$ cat config.mk
export PLATFORM = sky130hd
export DESIGN_NAME = mem_arbiter_rr
export DESIGN_NICKNAME = d
export VERILOG_FILES = /design/src/rtl/mem_arbiter_rr.sv
export SDC_FILE = /design/constraint.sdc
export NUM_CORES = 1
export LEC_CHECK = 0
export CAP_MARGIN = 5
export CORE_MARGIN = 2
export CORE_UTILIZATION = 30
export DETAILED_ROUTE_END_ITERATION = 12
export MAX_ROUTING_LAYER = met4
export PLACE_DENSITY = 0.68
export SLEW_MARGIN = 10
export SYNTH_ARGS = -nofsm -noshare
export SYNTH_HDL_FRONTEND = slang
export SYNTH_SLANG_ARGS = --single-unit
$ cat constraint.sdc
create_clock -name clk -period 1.7 [get_ports clk]
set_input_delay 0.425 -clock clk [delete_from_list [all_inputs] [get_ports clk]]
set_output_delay 0.425 -clock clk [all_outputs]
set_load 0.01 [all_outputs]
$ cat src/rtl/mem_arbiter_rr.sv
// Round-robin arbiter sharing one single-port 64-bit memory between the
// instruction-fetch port and the data port. One request is served at a time:
// grant in IDLE, one memory strobe in ACCESS, read latency absorbed in WAIT,
// one-cycle ack in RESP. All outputs are registered.
module mem_arbiter_rr #(
  parameter int ADDR_BITS = 6,
  parameter int MEM_LAT   = 2
) (
  input  logic                 clk,
  input  logic                 rst,
  input  logic                 i_req,
  input  logic [ADDR_BITS+2:0] i_addr,
  output logic [31:0]          i_rdata,
  output logic                 i_ack,
  input  logic                 d_req,
  input  logic                 d_we,
  input  logic [ADDR_BITS+2:0] d_addr,
  input  logic [63:0]          d_wdata,
  output logic [63:0]          d_rdata,
  output logic                 d_ack,
  output logic                 m_en,
  output logic                 m_we,
  output logic [ADDR_BITS-1:0] m_addr,
  output logic [63:0]          m_wdata,
  input  logic [63:0]          m_rdata,
  output logic                 busy
);

  localparam int CNT_W = (MEM_LAT > 1) ? $clog2(MEM_LAT) : 1;
  localparam logic [CNT_W-1:0] CNT_LOAD = CNT_W'(MEM_LAT - 1);

  typedef enum logic [1:0] {S_IDLE, S_ACCESS, S_WAIT, S_RESP} state_t;

  state_t               r_state;
  logic                 r_last_d;
  logic                 r_sel;
  logic                 r_we;
  logic                 r_half;
  logic [CNT_W-1:0]     r_cnt;
  logic [31:0]          r_i_rdata;
  logic                 r_i_ack;
  logic [63:0]          r_d_rdata;
  logic                 r_d_ack;
  logic                 r_m_en;
  logic                 r_m_we;
  logic [ADDR_BITS-1:0] r_m_addr;
  logic [63:0]          r_m_wdata;
  logic                 r_busy;

  logic w_grant;
  logic w_grant_d;
  logic w_unused;

  // Data wins a tie only if the previous grant went to instruction fetch.
  assign w_grant   = i_req | d_req;
  assign w_grant_d = d_req & (~i_req | ~r_last_d);

  // Byte-offset bits below the word/half selection carry no information.
  assign w_unused = ^{i_addr[1:0], d_addr[2:0]};

  // Which 32-bit half of the word a fetch returns, latched with the grant.
  always_ff @(posedge clk) begin
    if (r_state == S_IDLE && w_grant) begin
      r_half <= ~w_grant_d & i_addr[2];
    end
  end

  // Arbitration FSM: grant, strobe the memory once, wait out latency, ack.
  always_ff @(posedge clk) begin
    if (rst) begin
      r_state   <= S_IDLE;
      r_last_d  <= 1'b1;
      r_sel     <= 1'b0;
      r_we      <= 1'b0;
      r_cnt     <= '0;
      r_i_rdata <= '0;
      r_i_ack   <= 1'b0;
      r_d_rdata <= '0;
      r_d_ack   <= 1'b0;
      r_m_en    <= 1'b0;
      r_m_we    <= 1'b0;
      r_m_addr  <= '0;
      r_m_wdata <= '0;
      r_busy    <= 1'b0;
    end else begin
      r_i_ack <= 1'b0;
      r_d_ack <= 1'b0;
      case (r_state)
        S_IDLE: begin
          if (w_grant) begin
            r_sel     <= w_grant_d;
            r_last_d  <= w_grant_d;
            r_we      <= w_grant_d & d_we;
            r_m_en    <= 1'b1;
            r_m_we    <= w_grant_d & d_we;
            r_m_addr  <= w_grant_d ? d_addr[ADDR_BITS+2:3] : i_addr[ADDR_BITS+2:3];
            r_m_wdata <= (w_grant_d & d_we) ? d_wdata : 64'h0;
            r_busy    <= 1'b1;
            r_state   <= S_ACCESS;
          end
        end
        S_ACCESS: begin
          r_m_en    <= 1'b0;
          r_m_we    <= 1'b0;
          r_m_wdata <= 64'h0;
          if (r_we) begin
            r_d_ack <= 1'b1;
            r_state <= S_RESP;
          end else begin
            r_cnt   <= CNT_LOAD;
            r_state <= S_WAIT;
          end
        end
        S_WAIT: begin
          if (r_cnt != '0) begin
            r_cnt <= r_cnt - CNT_W'(1);
          end else begin
            if (r_sel) begin
              r_d_rdata <= m_rdata;
              r_d_ack   <= 1'b1;
            end else begin
              r_i_rdata <= r_half ? m_rdata[63:32] : m_rdata[31:0];
              r_i_ack   <= 1'b1;
            end
            r_state <= S_RESP;
          end
        end
        S_RESP: begin
          r_busy  <= 1'b0;
          r_state <= S_IDLE;
        end
        default: begin
          r_busy  <= 1'b0;
          r_state <= S_IDLE;
        end
      endcase
    end
  end

  assign i_rdata = r_i_rdata;
  assign i_ack   = r_i_ack;
  assign d_rdata = r_d_rdata;
  assign d_ack   = r_d_ack;
  assign m_en    = r_m_en;
  assign m_we    = r_m_we;
  assign m_addr  = r_m_addr;
  assign m_wdata = r_m_wdata;
  assign busy    = r_busy;

endmodule
==> results.py, run 1 <==
metrics = {
    "outcome": {
        "status": "completed",
    },
    "cells_and_area": {
        "commonest_non_fill_non_tap_cell_in_the_layout": "sky130_fd_sc_hd__dfxtp_1",
        "antenna_cells": 0,
        "fin_cells": 1268,
        "n_fill_cell": 1984,
        "area_delta_synth_final_pct": 65.7,
        "drive_above_1_share_pct": 8.46,
        "layout.cells.most_common_list": "sky130_fd_sc_hd__dfxtp_1 (176), sky130_fd_sc_hd__dlygate4sd2_1 (171), sky130_fd_sc_hd__clkdlybuf4s50_1 (144)",
        "final_net_count": 1136,
    },
    "worst_setup_path": {
        "largest_fanout_of_any_net_on_the_critical_path": 16,
        "r2r_path_start": "r_state[0]",
        "reg2reg_slack_ns": 0.03,
        "worst_setup_path_endpoint": "m_wdata[40]",
        "endpoint_required_time_on_the_critical_path_ns": 2.01,
        "r2r_cells": 7,
        "timing.critical_path.arrival_ns": 1.98,
        "r2r-end": "m_wdata[40]",
        "worstSetupStartpoint": "r_state[0]",
        "path_class": "flip-flop to flip-flop",
        "critPathLaunchType": "flip-flop",
        "setup.worst_path.end_class": "flip-flop",
    },
    "clock_network": {
        "postCtsHoldBufs": 0,
        "clockBufferDepth": 2,
        "clk-insertion-delay-late_ns": 0.42,
        "cts_tree": "built",
        "numCtsBuffers": 17,
        "clk_pin_slew_worst_paths_ns": 0.07,
        "htree_levels": 4,
        "cts.root.buffer_cell": "sky130_fd_sc_hd__clkbuf_16",
        "clkSinkCount": 178,
    },
    "timing": {
        "grt_setup_unrepaired": "yes",
        "timing.max_slew.rel_slack_pct": 66.7,
        "fmaxAchievable_mhz": 598,
        "layout_min_cycle_time_ns": 1.67,
        "max_slew.worst_pin.slew_ns": 0.500,
        "final.period_utilization_pct": 98.3,
        "report.final.hold_viol_count": 0,
        "final_max_tran_viols": 0,
        "final.setup_skew_ns": 0.0154,
        "fin_worst_hold_slack_ns": 0.265,
        "setup_viol_count_final": 0,
    },
    "route": {
        "remaining_drc_errors": 0,
        "routed-via-count": 5959,
        "wl_per_cell_um": 17.0,
        "antenna_left": 0,
        "wl_final_um": 21500,
        "drtPass1Iterations": 5,
        "drt_iter0_markers": 214,
        "route.detailed.vias_per_inst": 4.70,
    },
    "power_and_ir_drop": {
        "leakagePower_nw": 4.69,
        "power.density_nw_per_um2": 1220,
        "ir_worst_vdd_mv": 0.622,
    },
    "floorplanning": {
        "initial_utilization_pct": 30.3,
        "floorplan.io_pins": 322,
        "total_die_area_um2": 22300,
        "die_h_um": 149,
        "num_rows": 53,
        "dieWidth_um": 149,
        "standard_cell_core_area_um2": 20900,
    },
    "global_route": {
        "global_route_wire_length_before_repair_um": 31200,
        "antenna_found_initial": 0,
        "grtUsageTotal_pct": 18.4,
        "first_global_vias": 5742,
        "pin_count_of_the_biggest_net_entering_global_routing": 65,
        "global_route.overflow_total": 0,
    },
    "synthesis": {
        "ys_types": 36,
        "warnings_synthesis": 0,
        "postSynthCellCount": 659,
        "synth_area_um2": 6330,
        "yosys_register_bits": 178,
        "synth_fp_nets": 815,
        "synthesis.area_per_instance_um2": 9.60,
        "synth_sequential_area_ratio_pct": 56.5,
    },
    "place": {
        "port_buffers": 316,
        "gp_congestion": 0.779,
        "dpl.hpwl_um": 14700,
        "place.detailed.instances": 1229,
    },
    "min_path": {
        "timing.hold.worst.class": "input port to flip-flop",
    },
    "job": {
        "maxCapViolCount": 0,
    },
}
report_power, final:
group | internal, mW | switching [mW]
clock network | 2.29 | 1.86
logic | 1.78 | 1.91
registers | 4.66 | 0.253
through the flow:
stage	setup TNS [ns]	util, %	power [mW]	worst slack (ns)	instance area, µm²
finish	0	50.2	12.8	0.0287	10500
floorplan	-0.309	-	6.89	-0.00515	6330
global route	-1.11	50.2	13.4	-0.0415	10500
detailed placement	-22.29	47.6	8.82	-0.362	9940
CTS	0	49.5	12.7	0.0181	10300
global placement	-21.61	47.6	8.77	-0.332	9940
state kept, by name, summed over array words and instances (netlist names):
name and count:
m_addr 6, m_we 1, r_sel 1, i_rdata 32
d_rdata 64, i_ack 1, m_wdata 64, r_we 1
busy 1, r_half 1, r_cnt 1, d_ack 1
m_en 1, r_state 2, r_last_d 1
critical path, cell delays in order, from the launching register on:
cell	delay, ns
sky130_fd_sc_hd__dfxtp_1	0.36
sky130_fd_sc_hd__inv_1	0.09
sky130_fd_sc_hd__ha_1	0.25
sky130_fd_sc_hd__buf_4	0.16
sky130_fd_sc_hd__nor4b_4	0.13
sky130_fd_sc_hd__buf_4	0.16
sky130_fd_sc_hd__clkbuf_16	0.18
sky130_fd_sc_hd__a22o_1	0.23
cell usage after synthesis (all sizes together):
master  instances  area, µm²
and2            1       6.26
nor4b           1       15.0
a22oi           1       7.51
a22o           64        561
clkbuf         22       82.6
mux2i          33        330
nand2b          3       18.8
nand2         138        518
and3b           1       8.76
a211o           1       8.76
a221oi          1       8.76
inv             5       18.8
or2             1       6.26
o21ba           1       10.0
ha              5       62.6
nor3b           3       27.5
nor2           41        154
nor2b           1       6.26
a211oi         38        285
buf            31        158
nand3b          1       7.51
a311oi          1       8.76
a21oi          78        390
o21ai           4       20.0
nand4           1       6.26
nand3           1       5.00
edfxtp          1       30.0
dfxtp         177       3540
a21bo           1       10.0
a31oi           1       6.26
a21boi          1       7.51
per-layer routing:
layer  routed length, µm  GRT usage, %  vias to the layer above
li1                    -             -                     2942
met1                8870          21.1                     2772
met2               10400          30.0                      226
met3                1950          7.03                       19
met4                 319          5.38                        0
met5                   0             -                        -
cells by family after synthesis:
kind of cell | after synthesis | synth area share, %
fa+ha+maj | 5 | 0.989
buf+inv | 58 | 4.09
flops | 178 | 56.5
mux | 33 | 5.22
simple gates | 193 | 12.3
compound gates | 192 | 20.9
final cells by class:
type / instances / area (µm²) / area share (%)
Clock buffer: 18 / 439 / 4.19
Multi-Input combinational cell: 423 / 2530 / 24.1
Clock inverter: 14 / 185 / 1.77
Timing Repair Buffer: 355 / 3390 / 32.4
Inverter: 5 / 18.8 / 0.179
Sequential cell: 178 / 3570 / 34.1
Tap cell: 275 / 344 / 3.28
worst min-delay path by stage:
stage           startpoint           to  slack [ns]  cells after the start
5_1_grt                rst         m_en        0.25                      2
2_1_floorplan         r_we         r_we        0.43                      2
3_3_place_gp   d_rdata[23]  d_rdata[23]        0.44                      2
6_report               rst         r_we        0.26                      2
3_5_place_dp   d_rdata[60]  d_rdata[60]        0.45                      2
4_1_cts                rst         r_we        0.24                      2
timing repair:
action | 4_1_cts | 5_1_grt
cloned | 0 | 4
pin swaps | 0 | 1
endpoints found under the setup margin | 171 | 77
gates resized for setup | 171 | 11
buffers inserted | 0 | 3
Note: power is estimated with default switching activity, not from simulation.
==> inputs of run 2 (changes only) <==
--- a/config.mk
+++ b/config.mk
@@ -6,9 +6,12 @@
 export NUM_CORES = 1
 export LEC_CHECK = 0
 export CAP_MARGIN = 5
+export CORE_ASPECT_RATIO = 1.5
 export CORE_MARGIN = 2
 export CORE_UTILIZATION = 30
 export DETAILED_ROUTE_END_ITERATION = 12
+export GPL_ROUTABILITY_DRIVEN = 0
+export GPL_TIMING_DRIVEN = 0
 export MAX_ROUTING_LAYER = met4
 export PLACE_DENSITY = 0.68
 export SLEW_MARGIN = 10
==> results.py, run 2 (synthesis gave the netlist of run 1 again) <==
metrics = {
    "outcome": {
        "status": "completed",
    },
    "timing": {
        "setup_slack_ns": 0.0636,
        "timing.max_slew.rel_slack_pct": 54.5,
        "final.setup_skew_ns": 0.00817,
        "final.period_utilization_pct": 96.3,
        "setup_viol_count_final": 0,
        "fmaxAchievable_mhz": 611,
        "layout_min_cycle_time_ns": 1.64,
        "report.final.hold_viol_count": 0,
        "max_slew.worst_pin.slew_ns": 0.681,
        "finalSetupTns_ns": 0,
        "final_max_tran_viols": 0,
    },
    "min_path": {
        "min_delay_worst_endpoint": "d_rdata[41]",
        "hold_start": "d_rdata[41]",
        "timing.hold.worst.class": "flip-flop to flip-flop",
        "hold_path_depth": 2,
    },
    "route": {
        "drtPass1Iterations": 4,
        "routed-via-count": 6049,
        "top_layer": "met4",
        "route.detailed.vias_per_inst": 4.70,
        "remaining_drc_errors": 0,
        "drt_iter0_markers": 197,
        "wl_met1_um": 8360,
        "wl_met3_um": 1590,
        "met2_wirelength_um": 12000,
        "wl_per_cell_um": 17.4,
        "wl_final_um": 22400,
        "antenna_left": 0,
    },
    "clock_network": {
        "clockBufferDepth": 2,
        "numCtsBuffers": 17,
        "cts_tree": "built",
        "cts.root.buffer_cell": "sky130_fd_sc_hd__clkbuf_16",
        "clkSinkCount": 178,
        "clk-insertion-delay-late_ns": 0.43,
        "htree_levels": 4,
        "clk_pin_slew_worst_paths_ns": 0.07,
    },
    "floorplanning": {
        "floorplan.io_pins": 322,
        "num_rows": 65,
        "standard_cell_core_area_um2": 20900,
        "die_h_um": 182,
        "dieWidth_um": 123,
        "total_die_area_um2": 22300,
        "initial_utilization_pct": 30.3,
    },
    "cells_and_area": {
        "fin_cells": 1287,
        "final_core_util_pct": 51.1,
        "area_delta_synth_final_pct": 68.7,
        "commonest_non_fill_non_tap_cell_in_the_layout": "sky130_fd_sc_hd__dfxtp_1",
        "final_net_count": 1163,
        "layout.cells.most_common_list": "sky130_fd_sc_hd__dfxtp_1 (175), sky130_fd_sc_hd__dlygate4sd2_1 (173), sky130_fd_sc_hd__clkdlybuf4s50_1 (142)",
        "antenna_cells": 0,
        "drive_above_1_share_pct": 9.81,
    },
    "power_and_ir_drop": {
        "power.density_nw_per_um2": 1220,
        "ir_worst_vdd_mv": 0.743,
        "fin_total_pwr_mw": 13.1,
        "leakagePower_nw": 4.79,
    },
    "global_route": {
        "antenna_found_initial": 0,
        "grtUsageTotal_pct": 19.9,
        "global_route.overflow_total": 0,
        "first_global_vias": 6002,
        "global_route_wire_length_before_repair_um": 32600,
        "pin_count_of_the_biggest_net_entering_global_routing": 17,
    },
    "worst_setup_path": {
        "path_class": "flip-flop to flip-flop",
        "timing.critical_path.arrival_ns": 2.01,
        "reg2reg_slack_ns": 0.06,
        "r2r-end": "m_wdata[61]",
        "critPathLaunchType": "flip-flop",
        "largest_fanout_of_any_net_on_the_critical_path": 5,
        "setup.worst_path.end_class": "flip-flop",
        "endpoint_required_time_on_the_critical_path_ns": 2.07,
        "r2r_cells": 8,
        "r2r_path_start": "r_state[1]",
    },
    "place": {
        "place.detailed.instances": 1242,
        "port_buffers": 315,
        "post-place-ws_ns": -0.608,
        "dpl.hpwl_um": 16700,
    },
    "job": {
        "maxCapViolCount": 0,
    },
}
run 2: cell types whose count changed in the layout (fill, tap and decap cells not counted), sizes merged:
cell / delta
dlygate4sd2: +2
bufinv: +2
clkbuf: +28
clkdlybuf4s50: -2
clkinvlp: +1
buf: +4
inv: -7
clkinv: -2
run 2: area by class of cell:
type | count | area [µm²]
Clock buffer | 23 | 499
Clock inverter | 8 | 146
Buffer | 50 | 345
Timing Repair Buffer | 332 | 3160
Sequential cell | 178 | 3580
Multi-Input combinational cell | 423 | 2590
Tap cell | 268 | 335
Fill cell | 2019 | 10200
Inverter | 5 | 21.3
run 2: routing by layer:
layer  vias to the layer above  GRT usage [%]
li1                       2996              -
met2                       219           36.0
met4                         0           7.49
met1                      2810           19.8
met5                         -              -
met3                        24           5.53
run 2: worst max-delay path, stage by stage (launching register included):
cell                        delay, ns
sky130_fd_sc_hd__dfxtp_2         0.35
sky130_fd_sc_hd__inv_2           0.07
sky130_fd_sc_hd__ha_4            0.17
sky130_fd_sc_hd__nand2b_4        0.14
sky130_fd_sc_hd__nor4b_4         0.29
sky130_fd_sc_hd__buf_4           0.17
sky130_fd_sc_hd__buf_8           0.13
sky130_fd_sc_hd__clkbuf_16       0.14
sky130_fd_sc_hd__a22o_1          0.13
run 2: worst max path at each step:
stage | start | to | slack (ns) | cells after the start
after detailed placement | d_req | m_wdata[28] | -0.61 | 6
final | r_state[1] | m_wdata[61] | 0.06 | 8
after CTS | r_state[0] | i_rdata[23] | 0.005 | 7
after global routing | r_state[1] | m_wdata[31] | -0.02 | 8
after global placement | d_req | m_wdata[23] | -0.59 | 6
after floorplan | r_state[0] | m_wdata[10] | -0.005 | 8
run 2: repair_timing:
action	4_1_cts	5_1_grt
setup buffers	7	4
pin swaps	0	1
resized for setup	223	25
setup endpoints to repair	339	140
cloned	0	6
hold buffers	0	0
run 2: through the flow:
step	instance area, µm²	hold slack, ns
CTS	10400	0.452
global placement	9820	0.442
global route	10700	0.466
floorplan	6330	0.432
finish	10700	0.449
detailed placement	9820	0.445
run 2: where the power goes:
part	switching (mW)	internal (mW)
clock	1.65	2.66
sequential	0.269	4.67
combinational	1.97	1.84
==> inputs of run 3 (changes only) <==
--- a/config.mk
+++ b/config.mk
@@ -5,6 +5,7 @@
 export SDC_FILE = /design/constraint.sdc
 export NUM_CORES = 1
 export LEC_CHECK = 0
+export ABC_AREA = 1
 export CAP_MARGIN = 5
 export CORE_ASPECT_RATIO = 1.5
 export CORE_MARGIN = 2
@@ -13,7 +14,7 @@
 export GPL_ROUTABILITY_DRIVEN = 0
 export GPL_TIMING_DRIVEN = 0
 export MAX_ROUTING_LAYER = met4
-export PLACE_DENSITY = 0.68
+export PLACE_DENSITY = 0.65
 export SLEW_MARGIN = 10
 export SYNTH_ARGS = -nofsm -noshare
 export SYNTH_HDL_FRONTEND = slang
==> results.py, run 3 <==
metrics = {
    "outcome": {
        "status": "completed",
    },
    "route": {
        "drt_iter0_markers": 188,
        "drtPass1Iterations": 4,
        "wl_final_um": 26600,
        "route.detailed.vias_per_inst": 4.68,
        "wl_per_cell_um": 17.0,
        "routed-via-count": 7312,
        "antenna_left": 0,
        "remaining_drc_errors": 0,
    },
    "power_and_ir_drop": {
        "switching_power_mw": 5.05,
        "swShare_pct": 36.2,
        "sequentialPowerShare_pct": 36.4,
        "clock_power_share_pct": 27.9,
        "power.density_nw_per_um2": 1240,
        "p_int_mw": 8.89,
        "fin_total_pwr_mw": 13.9,
        "leakagePower_nw": 5.08,
        "comb_power_share_pct": 35.7,
        "ir_worst_vdd_mv": 0.770,
    },
    "floorplanning": {
        "die_h_um": 194,
        "initial_utilization_pct": 30.4,
        "standard_cell_core_area_um2": 23700,
        "floorplan.io_pins": 322,
        "num_rows": 69,
        "dieWidth_um": 130,
        "total_die_area_um2": 25200,
    },
    "worst_setup_path": {
        "r2r_cells": 9,
        "largest_fanout_of_any_net_on_the_critical_path": 10,
        "reg2reg_slack_ns": 0.05,
        "r2r-end": "m_wdata[57]",
        "critPathLaunchType": "flip-flop",
        "r2r_path_start": "r_state[0]",
        "endpoint_required_time_on_the_critical_path_ns": 2.05,
        "timing.critical_path.arrival_ns": 2.00,
        "path_class": "flip-flop to flip-flop",
        "setup.worst_path.end_class": "flip-flop",
    },
    "timing": {
        "timing.max_slew.rel_slack_pct": 55.9,
        "final.setup_skew_ns": 0.00675,
        "grt_setup_unrepaired": "yes",
        "max_slew.worst_pin.slew_ns": 0.662,
        "final_max_tran_viols": 0,
        "fmaxAchievable_mhz": 607,
        "final.period_utilization_pct": 96.9,
        "setup_viol_count_final": 0,
        "report.final.hold_viol_count": 0,
        "layout_min_cycle_time_ns": 1.65,
        "setup_slack_ns": 0.0519,
    },
    "clock_network": {
        "clockBufferDepth": 2,
        "postCtsHoldBufs": 0,
        "numCtsBuffers": 17,
        "cts_tree": "built",
        "clkSinkCount": 178,
        "htree_levels": 4,
        "clk-insertion-delay-late_ns": 0.43,
        "clk_pin_slew_worst_paths_ns": 0.07,
        "cts.root.buffer_cell": "sky130_fd_sc_hd__clkbuf_16",
    },
    "synthesis": {
        "synthMostInstantiatedCell": "sky130_fd_sc_hd__dfxtp_1",
        "synth_sequential_area_ratio_pct": 49.7,
        "synth_commonest_cells": "sky130_fd_sc_hd__dfxtp_1 (177), sky130_fd_sc_hd__nor2_1 (133), sky130_fd_sc_hd__o21ai_0 (132), sky130_fd_sc_hd__a21oi_1 (100), sky130_fd_sc_hd__nand3_1 (93)",
        "synth_compound_gate_area_share_pct": 17.6,
        "synth-adder-area-share_pct": 0.870,
        "ys_types": 23,
        "ys.flop_type": "sky130_fd_sc_hd__dfxtp_1",
        "synth.top_cell.area_share_pct": 49.3,
        "synth_area_um2": 7190,
        "count_of_flip_flops_with_a_built_in_enable_after_synthesis": 1,
        "top_area_cells_in_the_synthesized_netlist": "sky130_fd_sc_hd__dfxtp_1 (49%), sky130_fd_sc_hd__o21ai_0 (9.2%), sky130_fd_sc_hd__a21oi_1 (7.0%), sky130_fd_sc_hd__nor2_1 (6.9%), sky130_fd_sc_hd__nand3_1 (6.5%)",
        "synthArstFlopShare_pct": 0,
        "synth_top_family_by_area": "simple AND/OR/NAND/NOR gates",
        "xor_xnor_cell_area_share_of_the_yosys_netlist_pct": 0,
        "synth_simple_gate_area_share_pct": 23.4,
        "post_synth_top_area_cell": "sky130_fd_sc_hd__dfxtp_1",
        "postSynthCellCount": 895,
        "yosys_register_bits": 178,
        "synth.area.mux_share_pct": 0,
        "synthesis.area_per_instance_um2": 8.03,
        "warnings_synthesis": 0,
        "synth_fp_nets": 1051,
    },
    "place": {
        "post-place-ws_ns": -0.274,
        "place.detailed.instances": 1529,
        "place_area_um2": 10700,
        "port_buffers": 315,
        "dpl.hpwl_um": 20800,
    },
    "cells_and_area": {
        "final_core_util_pct": 47.5,
        "drive_above_1_share_pct": 12.1,
        "fin_cells": 1563,
        "n_fill_cell": 2436,
        "commonest_non_fill_non_tap_cell_in_the_layout": "sky130_fd_sc_hd__dfxtp_1",
        "layout.cells.most_common_list": "sky130_fd_sc_hd__dfxtp_1 (174), sky130_fd_sc_hd__dlygate4sd2_1 (171), sky130_fd_sc_hd__clkdlybuf4s50_1 (144)",
        "area_delta_synth_final_pct": 56.5,
        "antenna_cells": 0,
        "final_net_count": 1387,
        "layout.cell_area.non_filler_um2": 11200,
    },
    "global_route": {
        "global_route_wire_length_before_repair_um": 40400,
        "antenna_found_initial": 0,
        "pin_count_of_the_biggest_net_entering_global_routing": 17,
        "first_global_vias": 7415,
        "global_route.overflow_total": 0,
        "grtUsageTotal_pct": 21.4,
    },
    "min_path": {
        "hold_path_depth": 2,
        "hold_start": "m_addr[0]",
        "min_delay_worst_endpoint": "m_addr[0]",
        "timing.hold.worst.class": "flip-flop to flip-flop",
    },
    "job": {
        "maxCapViolCount": 0,
    },
}
-- run 3: cell count changes after synthesis, sizes merged, moves of 41 or more --
cell and change:
o21ai +129, inv +41, nand3 +133, a22o -64, nand2 -60, nor2 +93
-- run 3: repair_timing --
item,4_1_cts,5_1_grt
buffers inserted,1,0
resized for setup,204,22
setup endpoints to repair,304,131
cloned,0,1
pin swaps,1,1
-- run 3: metal layers --
| metal | share of wire [%] | GRT usage [%] |
|---|---|---|
| met1 | 37 | 21.0 |
| met5 | 0 | - |
| met3 | 9.0 | 7.16 |
| met4 | 2.2 | 7.01 |
| met2 | 52 | 39.0 |
-- run 3: cell type report --
type                       count  area [µm²]  area share (%)
clock inverter                10         101           0.901
clock buffer                  22         474            4.22
sequential                   178        3580            31.8
inverter                      47         176            1.57
tap                          319         399            3.55
buffer                        74         532            4.73
timing repair buffer         317        2950            26.2
multi-input combinational    596        3040            27.0
-- run 3: kinds of logic after synthesis --
kind of cell,Yosys count
fa+ha+maj,5
compound gates,244
buf+inv,121
simple gates,347
flops,178
-- run 3: worst max path at each step --
| stage | startpoint | endpoint | cells past startpoint |
|---|---|---|---|
| after global placement | r_state[0] | i_rdata[20] | 8 |
| after CTS | r_state[0] | i_rdata[6] | 8 |
| final | r_state[0] | m_wdata[57] | 9 |
| after global routing | r_state[0] | i_rdata[25] | 8 |
| after detailed placement | r_state[0] | i_rdata[20] | 8 |
| after floorplan | r_state[0] | m_wdata[44] | 9 |
-- run 3: power by group through the flow --
stage | Clock [mW] | Combinational [mW] | Sequential, mW
after global placement | 0 | 5.10 | 5.14
after floorplan | 0 | 2.53 | 5.36
after detailed placement | 0 | 5.08 | 5.16
final | 3.89 | 4.98 | 5.07
after global routing | 4.18 | 5.49 | 5.14
after CTS | 4.01 | 4.92 | 5.07
-- run 3: through the flow --
stage / hold slack (ns) / TNS (ns)
3_3_place_gp: 0.452 / -23.72
3_5_place_dp: 0.460 / -25.46
5_1_grt: 0.492 / -2.00
4_1_cts: 0.466 / 0
6_report: 0.462 / 0
2_1_floorplan: 0.442 / 0
-- run 3: worst max-delay path, cell delays in order, from the launching register on --
cell and delay (ns):
sky130_fd_sc_hd__dfxtp_2 0.37, sky130_fd_sc_hd__inv_1 0.09, sky130_fd_sc_hd__ha_1 0.27, sky130_fd_sc_hd__inv_1 0.07, sky130_fd_sc_hd__nand2_1 0.09, sky130_fd_sc_hd__nand2_2 0.12
sky130_fd_sc_hd__buf_6 0.16, sky130_fd_sc_hd__buf_6 0.15, sky130_fd_sc_hd__nand3_1 0.09, sky130_fd_sc_hd__a21oi_1 0.16
